[config.mk]
export PLATFORM = sky130hd
export DESIGN_NAME = decode_cycle
export DESIGN_NICKNAME = d
export VERILOG_FILES = /design/src/rtl/riscv_pkg.sv /design/src/rtl/reg_file.sv /design/src/rtl/decode_cycle.sv
export SDC_FILE = /design/constraint.sdc
export NUM_CORES = 2
export LEC_CHECK = 0
export ABC_CLOCK_PERIOD_IN_PS = 2600
export BUFFER_PORTS_ARGS = -buffer_cell sky130_fd_sc_hd__buf_2
export CAP_MARGIN = 20
export CORE_UTILIZATION = 55
export DETAILED_ROUTE_END_ITERATION = 8
export PLACE_DENSITY = 0.73
export REMOVE_ABC_BUFFERS = 1
export SETUP_SLACK_MARGIN = 0.05
export SLEW_MARGIN = 30
export SYNTH_ARGS = -nofsm -noshare
export SYNTH_HDL_FRONTEND = slang
export SYNTH_SLANG_ARGS = --single-unit
[constraint.sdc]
create_clock -name clk -period 2.6 [get_ports clk]
set_input_delay 0.26 -clock clk [delete_from_list [all_inputs] [get_ports clk]]
set_output_delay 0.26 -clock clk [all_outputs]
set_load 0.1 [all_outputs]
[src/rtl/riscv_pkg.sv]
// Shared RV32I decode definitions: opcodes, ALU/result codes, immediate
// formats and the decode/execute pipeline bundle.
package riscv_pkg;

   localparam logic [6:0] OP_R   = 7'b0110011;
   localparam logic [6:0] OP_I   = 7'b0010011;
   localparam logic [6:0] OP_LW  = 7'b0000011;
   localparam logic [6:0] OP_SW  = 7'b0100011;
   localparam logic [6:0] OP_BEQ = 7'b1100011;
   localparam logic [6:0] OP_JAL = 7'b1101111;

   localparam logic [2:0] ALU_ADD = 3'b000;
   localparam logic [2:0] ALU_SUB = 3'b001;
   localparam logic [2:0] ALU_AND = 3'b010;
   localparam logic [2:0] ALU_OR  = 3'b011;
   localparam logic [2:0] ALU_SLT = 3'b101;

   localparam logic [1:0] RES_ALU = 2'b00;
   localparam logic [1:0] RES_MEM = 2'b01;
   localparam logic [1:0] RES_PC4 = 2'b10;

   typedef enum logic [1:0] {
      IMM_I = 2'b00,
      IMM_S = 2'b01,
      IMM_B = 2'b10,
      IMM_J = 2'b11
   } immsrc_t;

   typedef struct packed {
      logic       regwrite;
      logic       memwrite;
      logic       jump;
      logic       branch;
      logic       alusrc;
      logic [1:0] resultsrc;
      logic [2:0] alucontrol;
   } ctrl_t;

   typedef struct packed {
      ctrl_t       ctrl;
      logic        illegal;
      logic [31:0] rd1;
      logic [31:0] rd2;
      logic [31:0] imm;
      logic [31:0] pc;
      logic [31:0] pcplus4;
      logic [4:0]  rs1;
      logic [4:0]  rs2;
      logic [4:0]  rd;
   } id_ex_t;

   function automatic logic [31:0] imm_ext(
      input logic [31:0] instr,
      input immsrc_t     sel
   );
      logic [31:0] imm;
      case (sel)
         IMM_S: imm = {{20{instr[31]}}, instr[31:25], instr[11:7]};
         IMM_B: imm = {{20{instr[31]}}, instr[7], instr[30:25],
                       instr[11:8], 1'b0};
         IMM_J: imm = {{12{instr[31]}}, instr[19:12], instr[20],
                       instr[30:21], 1'b0};
         default: imm = {{20{instr[31]}}, instr[31:20]};
      endcase
      return imm;
   endfunction

endpackage

[src/rtl/reg_file.sv]
// 32x32 register file: two combinational read ports, one write port,
// x0 hardwired to zero, same-cycle write-through to the readers.
module reg_file (
   input  logic        clk,
   input  logic        rst,
   input  logic [4:0]  a1,
   input  logic [4:0]  a2,
   input  logic [4:0]  a3,
   input  logic        we,
   input  logic [31:0] wd,
   output logic [31:0] rd1,
   output logic [31:0] rd2
);

   logic [31:0] regs [32];

   always_ff @(posedge clk or negedge rst) begin
      if (!rst) begin
         for (int i = 0; i < 32; i++) regs[i] <= '0;
      end else if (we && a3 != 5'd0) begin
         regs[a3] <= wd;
      end
   end

   always_comb begin
      rd1 = regs[a1];
      rd2 = regs[a2];
      if (a1 == 5'd0)
         rd1 = '0;
      else if (we && a3 == a1)
         rd1 = wd;
      if (a2 == 5'd0)
         rd2 = '0;
      else if (we && a3 == a2)
         rd2 = wd;
   end

endmodule

[src/rtl/decode_cycle.sv]
// RV32I decode stage: control decode, register read, immediate extend,
// and the decode/execute pipeline register.
module decode_cycle
   import riscv_pkg::*;
(
   input  logic        clk,
   input  logic        rst,
   input  logic [31:0] instrd,
   input  logic [31:0] pcd,
   input  logic [31:0] pcplus4d,
   input  logic        flushe,
   input  logic        regwritew,
   input  logic [4:0]  rdw,
   input  logic [31:0] resultw,
   output logic [4:0]  rs1d,
   output logic [4:0]  rs2d,
   output logic        regwritee,
   output logic        memwritee,
   output logic        jumpe,
   output logic        branche,
   output logic        alusrce,
   output logic [1:0]  resultsrce,
   output logic [2:0]  alucontrole,
   output logic [31:0] rd1e,
   output logic [31:0] rd2e,
   output logic [31:0] immexte,
   output logic [31:0] pce,
   output logic [31:0] pcplus4e,
   output logic [4:0]  rs1e,
   output logic [4:0]  rs2e,
   output logic [4:0]  rde,
   output logic        illegale
);

   logic [6:0]  op;
   logic [2:0]  f3;
   logic        f7b5;
   logic [2:0]  alu_f;
   logic        f3_ok;
   ctrl_t       ctrl;
   logic        illegal;
   immsrc_t     immsrc;
   logic [31:0] rd1;
   logic [31:0] rd2;
   id_ex_t      de_d;
   id_ex_t      de_q;

   assign op   = instrd[6:0];
   assign f3   = instrd[14:12];
   assign f7b5 = instrd[30];
   assign rs1d = instrd[19:15];
   assign rs2d = instrd[24:20];

   reg_file u_rf (
      .clk (clk),
      .rst (rst),
      .a1  (rs1d),
      .a2  (rs2d),
      .a3  (rdw),
      .we  (regwritew),
      .wd  (resultw),
      .rd1 (rd1),
      .rd2 (rd2)
   );

   // funct3 decode shared by R-type and I-ALU; only R-type can subtract
   always_comb begin
      alu_f = ALU_ADD;
      f3_ok = 1'b1;
      case (f3)
         3'b000: alu_f = (op == OP_R && f7b5) ? ALU_SUB : ALU_ADD;
         3'b010: alu_f = ALU_SLT;
         3'b110: alu_f = ALU_OR;
         3'b111: alu_f = ALU_AND;
         default: f3_ok = 1'b0;
      endcase
   end

   always_comb begin
      ctrl    = '0;
      illegal = 1'b0;
      immsrc  = IMM_I;
      case (op)
         OP_R: begin
            ctrl.regwrite   = 1'b1;
            ctrl.alucontrol = alu_f;
            illegal         = !f3_ok;
         end
         OP_I: begin
            ctrl.regwrite   = 1'b1;
            ctrl.alusrc     = 1'b1;
            ctrl.alucontrol = alu_f;
            illegal         = !f3_ok;
         end
         OP_LW: begin
            ctrl.regwrite  = 1'b1;
            ctrl.alusrc    = 1'b1;
            ctrl.resultsrc = RES_MEM;
         end
         OP_SW: begin
            ctrl.memwrite = 1'b1;
            ctrl.alusrc   = 1'b1;
            immsrc        = IMM_S;
         end
         OP_BEQ: begin
            ctrl.branch     = 1'b1;
            ctrl.alucontrol = ALU_SUB;
            immsrc          = IMM_B;
         end
         OP_JAL: begin
            ctrl.regwrite  = 1'b1;
            ctrl.jump      = 1'b1;
            ctrl.resultsrc = RES_PC4;
            immsrc         = IMM_J;
         end
         default: illegal = 1'b1;
      endcase
      if (illegal) ctrl = '0;
   end

   always_comb begin
      de_d         = '0;
      de_d.ctrl    = ctrl;
      de_d.illegal = illegal;
      de_d.rd1     = rd1;
      de_d.rd2     = rd2;
      de_d.imm     = imm_ext(instrd, immsrc);
      de_d.pc      = pcd;
      de_d.pcplus4 = pcplus4d;
      de_d.rs1     = rs1d;
      de_d.rs2     = rs2d;
      de_d.rd      = instrd[11:7];
   end

   always_ff @(posedge clk or negedge rst) begin
      if (!rst)
         de_q <= '0;
      else if (flushe)
         de_q <= '0;
      else
         de_q <= de_d;
   end

   assign regwritee   = de_q.ctrl.regwrite;
   assign memwritee   = de_q.ctrl.memwrite;
   assign jumpe       = de_q.ctrl.jump;
   assign branche     = de_q.ctrl.branch;
   assign alusrce     = de_q.ctrl.alusrc;
   assign resultsrce  = de_q.ctrl.resultsrc;
   assign alucontrole = de_q.ctrl.alucontrol;
   assign illegale    = de_q.illegal;
   assign rd1e        = de_q.rd1;
   assign rd2e        = de_q.rd2;
   assign immexte     = de_q.imm;
   assign pce         = de_q.pc;
   assign pcplus4e    = de_q.pcplus4;
   assign rs1e        = de_q.rs1;
   assign rs2e        = de_q.rs2;
   assign rde         = de_q.rd;

endmodule

==> impl_summary.txt <==
----------------------------------------------------
[Critical path]
  Reg-to-reg critical path endpoint ... rd1e[8]
  Cell family contributing the most delay on the critical path ... buffers and inverters
  Critical path arrival ... 2.11 ns
  Critical path class ... input port to primary output
  Worst endpoint required time ... 2.34 ns
  Crit-path slowest cell ... sky130_fd_sc_hd__dlygate4sd3_1
  Worst Setup Start Kind ... input port
  Internal reg-to-reg setup slack ... 0.71 ns
  Crit path largest cell delay ... 0.53 ns
  Count of buffer and inverter cells on the critical path ... 4
  Series of cell instances along the critical path ... dlygate4sd3_1, buf_2, buf_4, buf_2
  Peak fanout along the critical path ... 13
  Crit Reg-Reg Startpoint ... u_rf.regs[168]
  Worst Reg2Reg Path Length in Cells ... 5
  Most used cell, CP ... sky130_fd_sc_hd__buf_2
  Kind of capture point of the worst setup path ... primary output

[CTS]
  Clock tree from TritonCTS ... done
  Total clock sinks ... 1199
  Clock latency on the worst-skew pair ... 0.75 ns
  H-tree levels ... 4
  Maximum buffer depth of the clock tree ... 3
  CTS clock-pin slew for the worst setup and hold paths ... 0.06 ns
  Number of buffers added by the clock tree synthesis step ... 133
  Number of buffers inserted to repair setup after CTS ... 0
  Cell at the root of the clock tree ... sky130_fd_sc_hd__clkbuf_16

[STA]
  Final min period ... 2.37 ns
  Setup repair after global routing missed its margin ... no
  Final-report hold violation count ... 0
  Maximum clock frequency ... 0.421 GHz
  Setup clock skew after layout ... 0.0250 ns
  Share of the clock period used by the worst path after layout ... 91.3%
  Worst slew margin ... 43.5%
  Final setup fails ... 0
  Min setup slack post-route ... 0.225 ns
  Slew at the pin with the worst max-slew slack ... 0.848 ns
  Slew Viols, Final ... 0

[Synthesis]
  Share of the synthesized area in the top cell type ... 49.5%
  Synthesis warning total ... 0
  Sequential-to-total area share from yosys stat ... 49.5%
  Xor/xnor cell area share of the yosys netlist ... 0.144%
  Leading area contributor after synthesis ... sky130_fd_sc_hd__dfrtp_1
  Average cell area after synthesis ... 14.4 sq um
  Cell Area, Synth ... 60600 sq um
  Multiplexer share of the synthesized area ... 38.5%
  Largest family of logic cells by synthesized area ... multiplexers
  Synthesized-area fraction occupied by ao, oa, aoi and oai cells ... 5.44%
  Number of enable-type register cells in the synthesized netlist ... 0
  Synthesized-area fraction occupied by and/or/nand/nor cells ... 2.80%
  Leading register cell type out of synthesis ... sky130_fd_sc_hd__dfrtp_1
  Gate Count Post-Synth ... 4198
  Top post-synthesis cells by area ... sky130_fd_sc_hd__dfrtp_1 49%, sky130_fd_sc_hd__mux2_2 20%, sky130_fd_sc_hd__mux4_2 14%
  Synthesized flop and latch total ... 1199
  Fraction of synthesis flops using an asynchronous set or reset pin ... 100%
  Post-Synth Adder-Cell Area ... 0%
  Number of unique standard cell types used by synthesis ... 58

[Die]
  FP Rows ... 121
  Die Outline Area ... 112000 sq um
  Core Footprint ... 109000 sq um
  DIE HEIGHT ... 334 microns
  Die X-Extent ... 334 microns
  Initial Util ... 55.6%
  Top-Level Pins ... 333

[Global routing]
  First-pass GRT wire length ... 276000 microns
  Initial antenna violation count ... 11
  Overflow left after global routing ... 0
  Total global routing track utilization ... 33.5%
  Pin count of the biggest net entering global routing ... 97
  Via count of the first global-routing pass ... 41800

[Finish]
  Total area of multi-input combinational cells ... 28700 sq um
  Fillers ... 7654
  Final cell area excluding filler cells ... 70800 sq um
  Area Growth Syn to Fin ... 16.8%
  Number of nets in the finished design ... 4679
  Register Area ... 30000 sq um
  Fraction of final layout cells sized beyond drive strength 1 ... 49.5%
  Final design utilization ... 64.9%

[Detailed routing]
  Number of remaining DRC errors ... 0
  Antenna Violating Nets Remaining ... 0
  Routed via count divided by cell count ... 6.70
  Iter 0 DRT Violations ... 3934
  Routed wire per std cell ... 30.4 microns
  Number of search-and-repair iterations in the first detailed-routing pass ... 6
  Via count of the routed design ... 41000
  DRT Wirelength ... 186000 microns

[Power and ir drop]
  Leakage component of the power ... 32.0 nW
  Int Pwr ... 39.0 mW
  Clk pwr share ... 34.5%
  P per Cell Area ... 772 nW/um^2
  Combinational group share of total power ... 21.1%
  Net switching power ... 15.7 mW
  Switching share of power ... 28.7%
  Sequential cell fraction of total power ... 44.5%
  Largest vdd supply drop ... 0.627 mV

[Hold path]
  Worst Hold Launch ... resultw[6]
  Hold Path Stages ... 3
  Endpoint of the worst hold-timing path ... rd1e[6]
  Class of the most critical hold timing path ... input port to flop

[Placement]
  Post-detail-place hpwl ... 115000 microns
  Placed instance area ... 65400 sq um
  Final Wtd Congestion ... 0.851
  Port-buffer cells ... 332
  Dpl ws ... 0.223 ns

[Run status]
  Run status ... completed

[Job]
  Max-Cap Viols ... 0

----------------------------------------------------
[what timing repair did]
action	4_1_cts	5_1_grt
endpoints found under the hold margin	500	0
resized for setup	0	0
endpoints found under the setup margin	0	0
hold buffers	112	0
[routing by layer]
metal | vias to the layer above | wire, microns | GRT usage [%]
met5 | - | 48 | 0
met4 | 8 | 8160 | 14.4
met3 | 468 | 15800 | 7.54
met2 | 2070 | 87300 | 52.2
met1 | 21800 | 74500 | 45.5
li1 | 16700 | - | -
[worst max path at each step]
stage                     cells past startpoint     endpoint         from
after floorplan                               0  immexte[20]  immexte[30]
after global placement                        7     rd1e[19]   instrd[15]
after detailed placement                      7     rd1e[19]   instrd[15]
after CTS                                     4      rs2d[3]   instrd[23]
after global routing                          4      rs2d[3]   instrd[23]
final                                         4      rs2d[3]   instrd[23]
[synth_stat cells (all sizes together) (6+ instances only)]
| master | number |
|---|---|
| a211oi | 18 |
| a21boi | 13 |
| a21o | 8 |
| a21oi | 87 |
| a221o | 18 |
| a221oi | 9 |
| a22o | 36 |
| a22oi | 96 |
| a2bb2oi | 8 |
| buf | 223 |
| clkbuf | 259 |
| dfrtp | 1199 |
| inv | 6 |
| mux2 | 1070 |
| mux2i | 290 |
| mux4 | 372 |
| nand2 | 82 |
| nand3 | 27 |
| nand4 | 10 |
| nor2 | 34 |
| nor2b | 94 |
| nor3 | 7 |
| nor4 | 9 |
| o2111ai | 12 |
| o21ai | 26 |
| o221a | 36 |
| o22ai | 77 |
| or4 | 22 |
| xnor2 | 10 |
[worst register-to-register path, delay by kind of cell (launching register included)]
kind / cells / cell delay (ns)
mux: 2 / 0.75
compound gates: 2 / 0.57
flops: 1 / 0.40
simple gates: 1 / 0.09
[cells by family (layout without fill, tap and decap cells)]
kind of cell              after synthesis  after routing
AOI/OAI and AO/OA                     453            453
xor gates and xnor gates               10             10
buffers and inverters                 489            929
DFF                                  1199           1199
muxes                                1732           1732
other                                   0              3
and+or+nand+nor                       315            315
[flip-flops by register name, indices dropped and copies added (netlist names), 2 cells and up]
name and count:
rd2e 32, pcplus4e 32, alucontrole 3, pce 32, rs2e 5, u_rf.regs 1024, rs1e 5, rd1e 32
immexte 21, rde 5, resultsrce 2
[area by class of cell]
class | count | share of cell area [%]
diodes | 3 | 0.0106
clock buffers | 201 | 5.58
clock inverters | 30 | 0.535
inverters | 7 | 0.0406
multi-input cells | 2510 | 40.5
flip-flops and latches | 1199 | 42.4
well taps | 1476 | 2.61
repair buffers | 691 | 8.38
[per-stage QoR]
stage               std cells  hold WS, ns  power [mW]  TNS (ns)
floorplan                3716      -0.0356        31.7    -99.93
global placement         5771        0.237        35.3         0
detailed placement       5771        0.227        35.8         0
CTS                      6114      0.00892        54.7         0
global route             6114       0.0643        56.6         0
finish                   6117       0.0521        54.7         0
[power by group through the flow]
| stage | registers (mW) | logic (mW) | clock network, mW |
|---|---|---|---|
| global placement | 24.3 | 11.0 | 0 |
| detailed placement | 24.5 | 11.3 | 0 |
| finish | 24.3 | 11.5 | 18.8 |
| floorplan | 25.0 | 6.64 | 0 |
| global route | 24.7 | 12.2 | 19.8 |
| CTS | 24.2 | 11.5 | 19.0 |
[cell usage in the layout, fill, tap and decap left out, types with 13 or more instances in the layout]
cell type / instances
sky130_fd_sc_hd__dfrtp_1: 1199
sky130_fd_sc_hd__mux2_2: 1062
sky130_fd_sc_hd__mux4_2: 372
sky130_fd_sc_hd__buf_2: 324
sky130_fd_sc_hd__mux2i_1: 290
sky130_fd_sc_hd__buf_4: 151
sky130_fd_sc_hd__clkbuf_16: 139
sky130_fd_sc_hd__dlygate4sd3_1: 112
sky130_fd_sc_hd__buf_12: 100
sky130_fd_sc_hd__a22oi_1: 96
sky130_fd_sc_hd__nor2b_1: 89
sky130_fd_sc_hd__a21oi_1: 87
sky130_fd_sc_hd__o22ai_1: 77
sky130_fd_sc_hd__nand2_1: 67
sky130_fd_sc_hd__clkbuf_1: 38
sky130_fd_sc_hd__o221a_2: 36
sky130_fd_sc_hd__a22o_1: 36
sky130_fd_sc_hd__nand3_1: 25
sky130_fd_sc_hd__o21ai_0: 25
sky130_fd_sc_hd__clkbuf_8: 24
sky130_fd_sc_hd__or4_1: 22
sky130_fd_sc_hd__nor2_4: 18
sky130_fd_sc_hd__a221o_1: 18
sky130_fd_sc_hd__a211oi_1: 18
sky130_fd_sc_hd__nor2_1: 15
sky130_fd_sc_hd__nand2_2: 15
sky130_fd_sc_hd__a21boi_0: 13
sky130_fd_sc_hd__clkinv_2: 13
Power figures use the tool's default switching activity.
